File: src/rtl/wb_regfile.sv
// wb_regfile: NREG x DW register file with writeback port, registered
// two-operand read port and per-register pending-writeback scoreboard.
// Optional feature macro: WB_REGFILE_BYPASS_EN
// When it is defined, a same-cycle writeback is forwarded to the readers and
// counts toward clearing the read hazard. Without it, the reader waits one
// extra cycle and sees the written data from the register array.
module wb_regfile #(
    parameter int NREG    = 16,
    parameter int DW      = 32,
    parameter int MAXPEND = 3
) (
    input  logic            clk,
    input  logic            rst_n,
    input  logic            isWb,
    input  logic [3:0]      muxaddr,
    input  logic [DW-1:0]   muxdata,
    input  logic            rd_en,
    input  logic [3:0]      rs1,
    input  logic [3:0]      rs2,
    input  logic            iss_valid,
    input  logic [3:0]      iss_rd,
    output logic [DW-1:0]   op1,
    output logic [DW-1:0]   op2,
    output logic            op_valid,
    output logic            stall,
    output logic [NREG-1:0] pend_vec
);

`ifdef WB_REGFILE_BYPASS_EN
    localparam bit BYPASS = 1'b1;
`else
    localparam bit BYPASS = 1'b0;
`endif

    localparam logic [1:0] MAXPEND_C = 2'(MAXPEND);

    logic [DW-1:0]   regs_r     [NREG];
    logic [1:0]      cnt_r      [NREG];
    logic [1:0]      cnt_next_s [NREG];
    logic [NREG-1:0] pend_r;
    logic [DW-1:0]   op1_r;
    logic [DW-1:0]   op2_r;
    logic            op_valid_r;

    logic            wb_hit1_s;
    logic            wb_hit2_s;
    logic            wb_hit_iss_s;
    logic            rd_hazard_s;
    logic            iss_full_s;
    logic            stall_s;
    logic            rd_go_s;
    logic            iss_go_s;
    logic [DW-1:0]   rd1_data_s;
    logic [DW-1:0]   rd2_data_s;

    // A source is busy when writebacks are still owed to it; with forwarding,
    // a same-cycle writeback settling the last one retires the hazard.
    function automatic logic src_busy(input logic [1:0] cnt, input logic wb_hit);
        src_busy = (cnt > 2'd1) || ((cnt == 2'd1) && !(wb_hit && BYPASS));
    endfunction

    // Hazard detection, stall generation and read data selection.
    always_comb begin
        wb_hit1_s    = isWb && (muxaddr == rs1);
        wb_hit2_s    = isWb && (muxaddr == rs2);
        wb_hit_iss_s = isWb && (muxaddr == iss_rd);
        if (rd_en) begin
            rd_hazard_s = src_busy(cnt_r[rs1], wb_hit1_s) ||
                          src_busy(cnt_r[rs2], wb_hit2_s);
        end else begin
            rd_hazard_s = 1'b0;
        end
        if (iss_valid) begin
            iss_full_s = (cnt_r[iss_rd] == MAXPEND_C) && !wb_hit_iss_s;
        end else begin
            iss_full_s = 1'b0;
        end
        stall_s  = rd_hazard_s || iss_full_s;
        rd_go_s  = rd_en && !stall_s;
        iss_go_s = iss_valid && !stall_s;
        if (BYPASS && wb_hit1_s) begin
            rd1_data_s = muxdata;
        end else begin
            rd1_data_s = regs_r[rs1];
        end
        if (BYPASS && wb_hit2_s) begin
            rd2_data_s = muxdata;
        end else begin
            rd2_data_s = regs_r[rs2];
        end
    end

    // Next value of each pending counter: issue adds, writeback retires,
    // both together cancel; saturate at MAXPEND and at zero.
    always_comb begin
        for (int i = 0; i < NREG; i++) begin
            cnt_next_s[i] = cnt_r[i];
            if (iss_go_s && (iss_rd == 4'(i)) && !(isWb && (muxaddr == 4'(i)))) begin
                if (cnt_r[i] != MAXPEND_C) begin
                    cnt_next_s[i] = cnt_r[i] + 2'd1;
                end else begin
                    cnt_next_s[i] = cnt_r[i];
                end
            end else if (isWb && (muxaddr == 4'(i)) && !(iss_go_s && (iss_rd == 4'(i)))) begin
                if (cnt_r[i] != 2'd0) begin
                    cnt_next_s[i] = cnt_r[i] - 2'd1;
                end else begin
                    cnt_next_s[i] = cnt_r[i];
                end
            end else begin
                cnt_next_s[i] = cnt_r[i];
            end
        end
    end

    // Register array write port and scoreboard counters.
    always_ff @(posedge clk or negedge rst_n) begin
        if (!rst_n) begin
            for (int i = 0; i < NREG; i++) begin
                regs_r[i] <= '0;
                cnt_r[i]  <= 2'd0;
            end
            pend_r <= '0;
        end else begin
            for (int i = 0; i < NREG; i++) begin
                if (isWb && (muxaddr == 4'(i))) begin
                    regs_r[i] <= muxdata;
                end
                cnt_r[i]  <= cnt_next_s[i];
                pend_r[i] <= (cnt_next_s[i] != 2'd0);
            end
        end
    end

    // Operand capture: load on an accepted read, otherwise hold.
    always_ff @(posedge clk or negedge rst_n) begin
        if (!rst_n) begin
            op1_r      <= '0;
            op2_r      <= '0;
            op_valid_r <= 1'b0;
        end else if (rd_go_s) begin
            op1_r      <= rd1_data_s;
            op2_r      <= rd2_data_s;
            op_valid_r <= 1'b1;
        end else begin
            op_valid_r <= 1'b0;
        end
    end

    assign op1      = op1_r;
    assign op2      = op2_r;
    assign op_valid = op_valid_r;
    assign stall    = stall_s;
    assign pend_vec = pend_r;

endmodule

File: config.mk
export PLATFORM = sky130hd
export DESIGN_NAME = wb_regfile
export DESIGN_NICKNAME = d
export VERILOG_FILES = /design/src/rtl/wb_regfile.sv
export SDC_FILE = /design/constraint.sdc
export NUM_CORES = 1
export LEC_CHECK = 0
export CORE_MARGIN = 1
export CORE_UTILIZATION = 55
export DETAILED_ROUTE_END_ITERATION = 12
export GPL_ROUTABILITY_DRIVEN = 0
export MAX_ROUTING_LAYER = met4
export PLACE_DENSITY = 0.73
export SLEW_MARGIN = 25
export SYNTH_ARGS = -nofsm -noshare
export SYNTH_HDL_FRONTEND = slang
export SYNTH_SLANG_ARGS = --single-unit
File: constraint.sdc
create_clock -name clk -period 5.4 [get_ports clk]
set_input_delay 1.08 -clock clk [delete_from_list [all_inputs] [get_ports clk]]
set_output_delay 1.08 -clock clk [all_outputs]
set_load 0.02 [all_outputs]
==> qor.txt <==
Status: completed
Crit path from: iss_rd[3]
Post-Route WL: 86,800 um
Worst IR drop on VDD: 0.000270 V
Area Overhead vs Synth: 12.8%
Crit-path leading delay family: buffers and inverters
Max clock buf depth: 3
Num CTS Buffers: 66
TritonCTS clock tree: done
RR Startpoint: cnt_r[14]
Cell variety after synth: 56
Root Buffer: clkbuf_16
Synth area leader: dfrtp_1
Max capacitance violation total: 0
Power Total: 15,400 uW
Average size of a mapped cell: 13.7 um2
Final #Nets: 2,484
CP Class: in -> out
Initial antenna violation count: 3
GR Overflow Total: 0
Synth warn: 0
Max Clk Rate: 0.206 GHz
Share of the synthesized area in the top cell type: 48.1%
Final Setup Violations: 0
Starting Density: 56.0%
Post-synth EDFFs: 0
CP endpoint: stall
Number of stages on the worst setup path: 8
CP Capture Type: primary output
Share of layout cells above drive strength 1: 38.6%
Post-placement cell area: 34,500 um2
Worst r2r dst: pend_vec[9]
Syn Inst Count: 2,380
Worst path cell trace: clkdlybuf4s50_1 -> mux2i_1 -> a221oi_1 -> o21ai_0 -> o32ai_2 -> and2_1 -> nand2b_1 -> clkdlybuf4s50_1
Slew headroom: 29.1%
Final worst path period need: 4.85 ns
Final design area excluding fillers: 36,700 um2
# DRC: 0
Largest net degree at the start of global routing: 120
Die Y: 245 um
Clk slew on worst S/H paths: 0.05 ns
Dominant synthesized flop cell: dfrtp_1
Number of port buffers: 134
Vias in the first global route: 22,152
Reg-to-reg slack, setup: 2.25 ns
Synthesized area: 32,500 um2
Crit-path max cell delay: 0.80 ns
Resized cells post-CTS: 0
Sequential share of the synthesized area: 48.1%
First-pass GRT wire length: 135,000 um
WP buf/inv: 2
Core Footprint: 58,000 um2
CP max stage cell: clkdlybuf4s50_1
Ys async rst share: 100%
Post-CTS setup buffers: 0
I/O Pins: 135
Worst Path Required: 4.32 ns
Unrepaired setup endpoints after global routing: false
Row Count: 88
Layout Skew: 0.0280 ns
GRT Total Usage: 30.9%
HPWL Detailed: 49,100 um
Die ar.: 60,100 um2
Post-Layout Cell Count: 3,239
Routed len/inst: 26.8 um
TritonCTS Sinks: 625
CP max FO: 12
Worst-Skew Late Latency: 0.61 ns
Placed insts: 3,128
R2R cell count: 9
Starting DRT DRC Count: 1,855
DR vias: 21,170
Pwr dens: 421 nW/um2
Cts hold-fix bufs: 0
Top cells by area, synth: dfrtp_1, mux4_2, mux2_2
Worst-margin pin slew: 1.06 ns
CTS H-tree depth: 3
Pre-antenna DRT Iters: 5
Die Span X: 245 um
FF+latch count, synth: 625
Most frequent CP cell: clkdlybuf4s50_1
Post-DR vias/cell: 6.54
Net Count, Synth: 2,433
Crit path DAT: 3.77 ns
Max-slew violation count: 0
Final TNS setup: 0 ns
CP startpoint kind: input port
Final Cycle Share: 89.9%
Hold crit path type: in -> async
Routed Antenna Nets: 0
Final-report hold violation count: 0
Leak: 0.0157 uW
## through the flow
stage / setup slack, ns / util, % / hold WS [ns]
after floorplan: 1.88 / - / 0.457
after global placement: 0.606 / 59.5 / 0.470
after detailed placement: 0.576 / 59.5 / 0.482
after CTS: 0.579 / 63.2 / 0.497
after global routing: 0.394 / 63.2 / 0.516
final: 0.546 / 63.2 / 0.495
## layout make-up
class	count	area, um2
Fill cell	4155	21300
Multi-Input combinational cell	1549	16100
Antenna cell	3	7.51
Tap cell	765	957
Sequential cell	625	15600
Clock inverter	18	228
Timing Repair Buffer	182	1800
Inverter	7	26.3
Clock buffer	90	1930
## synthesized netlist by cell type, types with 11 or more instances
master    number
nand3_1       18
buf_1         18
nor3_1        16
and2_1        12
a21oi_1       23
mux4_2       325
o21ai_0       31
xnor2_1       19
mux2_2       421
mux2i_1       11
nand2_1      529
clkbuf_1     148
buf_2         23
nor2_1        44
dfrtp_1      625
## routing by layer
| layer | GRT usage, % | vias up | routed length, um |
|---|---|---|---|
| met2 | 47.5 | 923 | 42200 |
| met1 | 41.4 | 11202 | 34800 |
| met4 | 11.8 | 0 | 2980 |
| met5 | - | - | 0 |
| li1 | - | 8826 | - |
| met3 | 5.35 | 219 | 6710 |
## kinds of logic after synthesis
| kind of cell | Yosys count | synth area share, % |
|---|---|---|
| compound gates | 85 | 1.78 |
| buf+inv | 206 | 2.69 |
| xor+xnor | 20 | 0.539 |
| fa+ha+maj | 7 | 0.216 |
| simple gates | 678 | 9.13 |
| flops | 625 | 48.1 |
| mux | 759 | 37.5 |
## sequential cells by signal (all words and copies together) (netlist names)
name,flops
op1,32
op_valid,1
pend_vec,16
cnt_r,32
op2,32
regs_r,512
## cell usage in the layout (no fill, tap or decap), types with 8 or more instances in the layout
cell type        instances
dfrtp_1                625
nand2_1                519
mux2_2                 421
mux4_2                 325
clkdlybuf4s50_1        125
clkbuf_16               69
buf_4                   40
nor2_1                  35
o21ai_0                 31
a21oi_1                 23
xnor2_1                 19
nand3_1                 17
nor3_1                  16
and2_1                  12
clkbuf_8                12
mux2i_1                 11
nand2_2                 10
nor2_4                   9
clkbuf_1                 9
clkinv_2                 9
nor4_4                   8
buf_12                   8
## report_power, final
part | switching [uW] | internal [uW]
Clock | 1880 | 2720
Sequential | 917 | 5880
Combinational | 1640 | 2390
Total | 4440 | 11000
## worst min-delay path by stage
stage / startpoint / to / depth (start not counted)
2_1_floorplan: regs_r[160] / regs_r[160] / 2
3_3_place_gp: regs_r[60] / regs_r[60] / 2
3_5_place_dp: regs_r[145] / regs_r[145] / 2
4_1_cts: regs_r[145] / regs_r[145] / 2
5_1_grt: regs_r[145] / regs_r[145] / 2
6_report: rst_n / pend_vec[15] / 1
Note: power is estimated with default switching activity, not from simulation.
